$ cat config.mk
export PLATFORM = sky130hd
export DESIGN_NAME = branch_res_queue
export DESIGN_NICKNAME = d
export VERILOG_FILES = /design/src/rtl/mmm_pkg.sv /design/src/rtl/branch_res_queue.sv
export SDC_FILE = /design/constraint.sdc
export NUM_CORES = 1
export LEC_CHECK = 0
export ABC_CLOCK_PERIOD_IN_PS = 6950
export CAP_MARGIN = 10
export CORE_ASPECT_RATIO = 1.5
export CORE_MARGIN = 4
export CORE_UTILIZATION = 53
export DETAILED_ROUTE_END_ITERATION = 10
export GPL_TIMING_DRIVEN = 0
export HOLD_SLACK_MARGIN = 0.15
export PLACE_DENSITY = 0.75
export SLEW_MARGIN = 0
export SYNTH_ARGS = -nofsm -noshare
export SYNTH_HDL_FRONTEND = slang
export SYNTH_SLANG_ARGS = --single-unit
$ cat constraint.sdc
create_clock -name clk_i -period 6.95 [get_ports clk_i]
set_input_delay 0.695 -clock clk_i [delete_from_list [all_inputs] [get_ports clk_i]]
set_output_delay 0.695 -clock clk_i [all_outputs]
set_load 0.005 [all_outputs]
$ cat src/rtl/mmm_pkg.sv
// Shared front-end definitions: datapath widths, branch queue defaults, entry and FSM types.
package mmm_pkg;

    localparam int unsigned XLEN      = 32;
    localparam int unsigned HLEN      = 8;
    // Byte distance from a branch to its fall-through instruction.
    localparam int unsigned OFFSET    = 4;
    localparam int unsigned BRQ_DEPTH = 8;

    // One in-flight predicted conditional branch.
    typedef struct packed {
        logic [XLEN-1:0] pc;
        logic [HLEN-1:0] index;
        logic            taken;
        logic [XLEN-1:0] target;
    } brq_entry_t;

    typedef enum logic [0:0] {
        StRun,
        StRecover
    } brq_state_e;

endpackage

$ cat src/rtl/branch_res_queue.sv
// Branch resolution queue: holds predicted branches in program order until execute resolves
// them, trains the predictor one cycle after each resolution and raises a one-cycle redirect
// when a prediction turns out wrong. DEPTH must be a power of two and at least 2.
module branch_res_queue
    import mmm_pkg::*;
#(
    parameter int unsigned DEPTH = BRQ_DEPTH
) (
    input  logic                       clk_i,
    input  logic                       rst_n_i,
    input  logic                       flush_i,

    input  logic                       push_valid_i,
    output logic                       push_ready_o,
    input  logic [XLEN-1:0]            push_pc_i,
    input  logic [HLEN-1:0]            push_index_i,
    input  logic                       push_taken_i,
    input  logic [XLEN-1:0]            push_target_i,

    input  logic                       res_valid_i,
    output logic                       res_ready_o,
    input  logic                       res_taken_i,
    input  logic [XLEN-1:0]            res_target_i,

    output logic                       upd_valid_o,
    output logic [HLEN-1:0]            upd_index_o,
    output logic                       upd_taken_o,

    output logic                       mispredict_o,
    output logic [XLEN-1:0]            redirect_pc_o,

    output logic [$clog2(DEPTH):0]     count_o
);

    localparam int unsigned IdxW = $clog2(DEPTH);
    localparam int unsigned PtrW = IdxW + 1;

    // Pointers carry one extra wrap bit so full and empty are distinguishable.
    logic [PtrW-1:0] wr_ptr_q, wr_ptr_d;
    logic [PtrW-1:0] rd_ptr_q, rd_ptr_d;
    brq_state_e      state_q, state_d;

    brq_entry_t      mem_q [DEPTH];
    brq_entry_t      head;
    brq_entry_t      push_entry;

    logic            full, empty;
    logic            push_hs, res_hs;
    logic            mispredict;
    logic            mem_we;

    logic            upd_valid_q, upd_valid_d;
    logic [HLEN-1:0] upd_index_q, upd_index_d;
    logic            upd_taken_q, upd_taken_d;
    logic            mispredict_q, mispredict_d;
    logic [XLEN-1:0] redirect_pc_q, redirect_pc_d;

    // Status, handshakes and mispredict detection from registered state.
    always_comb begin
        empty        = (wr_ptr_q == rd_ptr_q);
        full         = (wr_ptr_q[PtrW-1] != rd_ptr_q[PtrW-1]) &&
                       (wr_ptr_q[IdxW-1:0] == rd_ptr_q[IdxW-1:0]);
        push_ready_o = (state_q == StRun) && !full;
        res_ready_o  = (state_q == StRun) && !empty;
        push_hs      = push_valid_i && push_ready_o;
        res_hs       = res_valid_i && res_ready_o;
        head         = mem_q[rd_ptr_q[IdxW-1:0]];
        mispredict   = res_hs &&
                       ((res_taken_i != head.taken) ||
                        (res_taken_i && head.taken && (res_target_i != head.target)));
        // Wrong-path pushes and flushed pushes never land in storage.
        mem_we       = push_hs && !flush_i && !mispredict;
        push_entry   = '{pc: push_pc_i, index: push_index_i, taken: push_taken_i,
                         target: push_target_i};
        count_o      = wr_ptr_q - rd_ptr_q;
    end

    // Next-state for FSM, pointers and registered outputs; flush beats mispredict recovery.
    always_comb begin
        state_d       = state_q;
        wr_ptr_d      = wr_ptr_q;
        rd_ptr_d      = rd_ptr_q;
        upd_valid_d   = 1'b0;
        upd_index_d   = '0;
        upd_taken_d   = 1'b0;
        mispredict_d  = 1'b0;
        redirect_pc_d = '0;

        if (flush_i) begin
            wr_ptr_d = '0;
            rd_ptr_d = '0;
            state_d  = StRun;
        end else begin
            if (res_hs) begin
                upd_valid_d = 1'b1;
                upd_index_d = head.index;
                upd_taken_d = res_taken_i;
            end

            unique case (state_q)
                StRun: begin
                    if (mispredict) begin
                        // Drop every younger entry by collapsing the write pointer onto
                        // the post-pop read pointer.
                        rd_ptr_d      = rd_ptr_q + PtrW'(1);
                        wr_ptr_d      = rd_ptr_q + PtrW'(1);
                        state_d       = StRecover;
                        mispredict_d  = 1'b1;
                        redirect_pc_d = res_taken_i ? res_target_i : head.pc + XLEN'(OFFSET);
                    end else begin
                        if (push_hs) wr_ptr_d = wr_ptr_q + PtrW'(1);
                        if (res_hs)  rd_ptr_d = rd_ptr_q + PtrW'(1);
                    end
                end
                StRecover: begin
                    state_d = StRun;
                end
                default: begin
                    state_d = StRun;
                end
            endcase
        end
    end

    // Control state and registered outputs, cleared asynchronously.
    always_ff @(posedge clk_i or negedge rst_n_i) begin
        if (!rst_n_i) begin
            state_q       <= StRun;
            wr_ptr_q      <= '0;
            rd_ptr_q      <= '0;
            upd_valid_q   <= 1'b0;
            upd_index_q   <= '0;
            upd_taken_q   <= 1'b0;
            mispredict_q  <= 1'b0;
            redirect_pc_q <= '0;
        end else begin
            state_q       <= state_d;
            wr_ptr_q      <= wr_ptr_d;
            rd_ptr_q      <= rd_ptr_d;
            upd_valid_q   <= upd_valid_d;
            upd_index_q   <= upd_index_d;
            upd_taken_q   <= upd_taken_d;
            mispredict_q  <= mispredict_d;
            redirect_pc_q <= redirect_pc_d;
        end
    end

    // Entry payload storage; contents are meaningless until written, so no reset.
    always_ff @(posedge clk_i) begin
        if (mem_we) begin
            mem_q[wr_ptr_q[IdxW-1:0]] <= push_entry;
        end
    end

    assign upd_valid_o   = upd_valid_q;
    assign upd_index_o   = upd_index_q;
    assign upd_taken_o   = upd_taken_q;
    assign mispredict_o  = mispredict_q;
    assign redirect_pc_o = redirect_pc_q;

endmodule
==> run summary <==
The flow ran to the end, and the final reports show no timing, DRC or antenna violations. In this design, the critical path's most frequently occurring cell is sky130_fd_sc_hd__buf_4. The fmax was 149.0 MHz. Synthesized net count: 1,490. The most common cell in the synthesized netlist is sky130_fd_sc_hd__edfxtp_1. The maximum single-stage delay on the critical path is 680 ps.

The DRC violation count after routing came out at 0. The type of the tightest min-delay check was register to register. At the later pin of the worst-skew pair, clock insertion delay measures 610 ps. The wire length of the first global-routing pass is 92,590 um, and the H-tree depth reported by CTS is 2. The tool flagged a number of max-cap violations equal to 0.

Dividing the final minimum period by the clock period gives 96.54%. Summing all non-filler instances in the final layout gives an area of 30,260 um2. The largest individual stage delay along the critical path comes from the cell sky130_fd_sc_hd__clkbuf_1. The number of cells on the worst hold path is 2.

Dividing the detail-routed wire length by the instance count gives 27.90 um. The share of synthesized flip-flops with an asynchronous set or reset was 8.031%; the number of enable flip-flop cells after synthesis was 584. The final non-filler cell total is 2,265.

The count of final max-slew check failures is 0. Summing over every cut layer, the via total after detailed routing is 13,890. In this run the cell area of the synthesized design comes to 25,460 um2. The net count of the finished layout is 1,733.

The commonest register cell after synthesis is sky130_fd_sc_hd__edfxtp_1. Across the routed clock network, the largest skew measured is 32.78 ps. Number of global-route vias before repair: 14,100.

For this configuration, the core starts out at a cell density of 53.51%. The post-synthesis sequential element count was 635. After detailed placement, the total cell area comes to 28,450 um2. Entering global routing, the biggest net connects 32 pins.

The share of the core filled with cells in the final layout is 63.60%. The slew of the pin with the lowest slew margin was 1264 ps. For this run the aggregate overflow at the end of global routing stands at 0. The commonest cells after synthesis are sky130_fd_sc_hd__edfxtp_1 (584), sky130_fd_sc_hd__mux2i_1 (134), sky130_fd_sc_hd__mux4_2 (98). Along the worst path, the maximum fanout reaches 20. After detailed routing, the total wire length is 63,190 um. The critical path required time was 7240 ps; the number of port buffers was 159. The logs give 7000 ps for the arrival time at the worst endpoint and 0 for the setup violation total in the final timing report.

The number of placed instances with taps included was 2,157; the cell area power density was 307.5 nW/um2. The number of cells on the worst reg-to-reg path is 17. The worst pin sits at a relative slew slack of 13.55%.

The pre-antenna-repair detailed-routing pass consisted of 6 iterations. The per-instance average area after synthesis works out to 18.57 um2. The logs give 2 for the number of antenna violations at the first check in global routing and 0 for the total of cells resized after clock tree synthesis. The area growth from synthesis to layout is 18.87%. Clock tree synthesis inserted a total of 54 buffers. The post-route antenna net violation count was 0; the height of the chip was 276.4 um.

Sequential-to-total area share from yosys stat: 73.91%. The total area inside the core boundary comes to 47,580 um2. The die boundary width was 186.9 um. The run gives 3 as the number of buffers on the longest clock path. The routability-driven placement congestion ratio is 0.8835, and the number of hold violations in the final report is 0. CTS placed an instance of sky130_fd_sc_hd__clkbuf_16 at the clock tree root. The capturing element type of the critical path was a register. The kind of critical path is register to register. The overall fraction of global-route tracks in use came out at 24.19%.

After synthesis, the largest area contributor takes up 68.89% of total cell area. In the post-synthesis netlist, the biggest area contributors are sky130_fd_sc_hd__edfxtp_1 (69%), sky130_fd_sc_hd__mux4_2 (8.7%), sky130_fd_sc_hd__mux2i_1 (5.3%), sky130_fd_sc_hd__dfrtp_1 (5.0%), sky130_fd_sc_hd__nand2_1 (1.1%). Setup repair after global routing left no endpoint under its margin.

Walking the worst path, the cells encountered are buf_4 > buf_4 > buf_4 > buf_4 > buf_1 > clkbuf_1 > mux4_2 > nand2_1 > nand2_1 > ha_1 > or4_1 > nor4_4 > a211oi_2 > buf_6 > nor2_4 > buf_12 > buf_12. TritonCTS built the clock tree. For the I/O pin total, the log shows 160.

The total number of yosys warnings was 0. The leakage power of the design is 9.969 nW, and the number of sinks handled by clock tree synthesis is 635. Synthesis instantiated 62 different standard cells from the library. Dividing the detail-routed via count by the number of cells gives 6.133. The final setup TNS was 0 ps. The smallest clock period supported by the final layout is computed as 6710 ps.

Row generation in the floorplan step produced 98 rows. Counting every instance in the synthesized netlist gives 1,371. The tools report the maximum VDD drop as 0.2332 mV. The die covers 51,670 um2. Summed over all nets, the half-perimeter wirelength after detailed placement is 43,730 um.

The biggest area consumer among synthesized cells was sky130_fd_sc_hd__edfxtp_1. The startpoint type of the worst setup path is a register. The register clock-pin slew on the reported worst setup and hold paths works out to 70 ps.

The share of cells above drive strength 1 was 16.75%; the violation count after the first detailed-routing iteration was 1,521.
-- cells by family after synthesis --
group                      after synthesis  share of synthesized area [%]
AOI/OAI and AO/OA                      125                          3.367
xor gates and xnor gates                47                          1.617
adders and majority gates                8                         0.4227
buffers and inverters                   77                          1.710
DFF                                    635                          73.91
muxes                                  245                          14.54
and+or+nand+nor                        234                          4.433
-- through the flow --
stage / hold slack, ps / worst slack (ps) / power, mW
6_report: 623.5 / 240.2 / 9.305
5_1_grt: 672.8 / 59.82 / 9.625
4_1_cts: 619.5 / 199.2 / 9.343
3_5_place_dp: 608.2 / 234.1 / 6.366
3_3_place_gp: 588.1 / -5157 / 6.305
2_1_floorplan: 399.4 / -503.2 / 5.618
-- cells in the final DEF (no fill, tap or decap), types with 6 or more instances in the layout --
master	Yosys	layout
sky130_fd_sc_hd__xnor2_1	20	20
sky130_fd_sc_hd__clkbuf_1	21	40
sky130_fd_sc_hd__clkbuf_16	0	54
sky130_fd_sc_hd__clkbuf_8	0	12
sky130_fd_sc_hd__nor2b_1	6	6
sky130_fd_sc_hd__buf_6	6	6
sky130_fd_sc_hd__dfrtp_1	51	51
sky130_fd_sc_hd__nand3_1	24	24
sky130_fd_sc_hd__buf_4	20	20
sky130_fd_sc_hd__nor3_1	11	11
sky130_fd_sc_hd__a22o_1	6	6
sky130_fd_sc_hd__a22oi_1	36	36
sky130_fd_sc_hd__a21o_1	6	6
sky130_fd_sc_hd__and3_1	12	12
sky130_fd_sc_hd__buf_12	0	20
sky130_fd_sc_hd__nor4_1	7	7
sky130_fd_sc_hd__mux2i_1	134	134
sky130_fd_sc_hd__a211oi_1	9	9
sky130_fd_sc_hd__clkdlybuf4s50_1	0	158
sky130_fd_sc_hd__mux2_2	11	11
sky130_fd_sc_hd__ha_1	7	7
sky130_fd_sc_hd__nand2_1	75	75
sky130_fd_sc_hd__mux4_2	98	98
sky130_fd_sc_hd__inv_1	9	9
sky130_fd_sc_hd__edfxtp_1	584	584
sky130_fd_sc_hd__clkinv_2	0	7
sky130_fd_sc_hd__nor2_4	0	8
sky130_fd_sc_hd__a21oi_1	39	39
sky130_fd_sc_hd__buf_16	0	7
sky130_fd_sc_hd__nand4_1	14	14
sky130_fd_sc_hd__xor2_1	27	27
sky130_fd_sc_hd__buf_2	12	13
sky130_fd_sc_hd__nor2_1	63	55
-- where the power goes --
part           switching [mW]  internal [mW]
Combinational            1.04          0.796
Sequential             0.0615           4.40
Clock                    1.32           1.69
-- critical path, delay by kind of cell, from the launching register on --
family,cells,cell delay [ps]
buffers and inverters,9,3050
AO/OA/AOI/OAI,1,180
flip-flops,1,590
multiplexers,1,420
adder cells (fa/ha/maj),1,360
AND/OR/NAND/NOR,5,1740
-- timing repair --
item / CTS / global route
setup buffers: 0 / 0
hold buffers: 1 / 0
hold endpoints to repair: 20 / 0
-- cell type report --
| class | count | area, um2 |
|---|---|---|
| inverters | 13 | 48.80 |
| multi-input cells | 659 | 6267 |
| flip-flops and latches | 635 | 18810 |
| clock inverters | 17 | 202.7 |
| well taps | 600 | 750.7 |
| plain buffers | 64 | 386.6 |
| fillers | 3267 | 17320 |
| repair buffers | 187 | 2190 |
| clock buffers | 85 | 1588 |
| diodes | 5 | 12.51 |
-- registers in the layout, summed over array words and instances, names as in the netlist --
register	cells
redirect_pc_o	32
wr_ptr_q	4
rd_ptr_q	4
upd_valid_o	1
mispredict_o	1
upd_taken_o	1
mem_q	584
upd_index_o	8
-- final timing paths --
check | startpoint | to | slack [ps]
worst max-delay path | rd_ptr_q[1]$_DFFE_PN0P_ | mem_q[2][5]$_DFFE_PP_ | 240
worst min-delay path | rd_ptr_q[3]$_DFFE_PN0P_ | rd_ptr_q[3]$_DFFE_PN0P_ | 620
worst max register to register | rd_ptr_q[1]$_DFFE_PN0P_ | mem_q[2][5]$_DFFE_PP_ | 240
worst min register to register | rd_ptr_q[3]$_DFFE_PN0P_ | rd_ptr_q[3]$_DFFE_PN0P_ | 620
max in group asynchronous | rst_n_i | redirect_pc_o[8]$_DFF_PN0_ | 5690
min in group asynchronous | rst_n_i | upd_index_o[3]$_DFF_PN0_ | 630
-- metal layers --
layer / global-route usage, % / share of wire [%]
met5: 0 / 0
met4: 9.960 / 4.5
met3: 3.852 / 7.3
met2: 42.19 / 52
met1: 30.40 / 37
No activity file was read; power rests on OpenSTA's default activity.
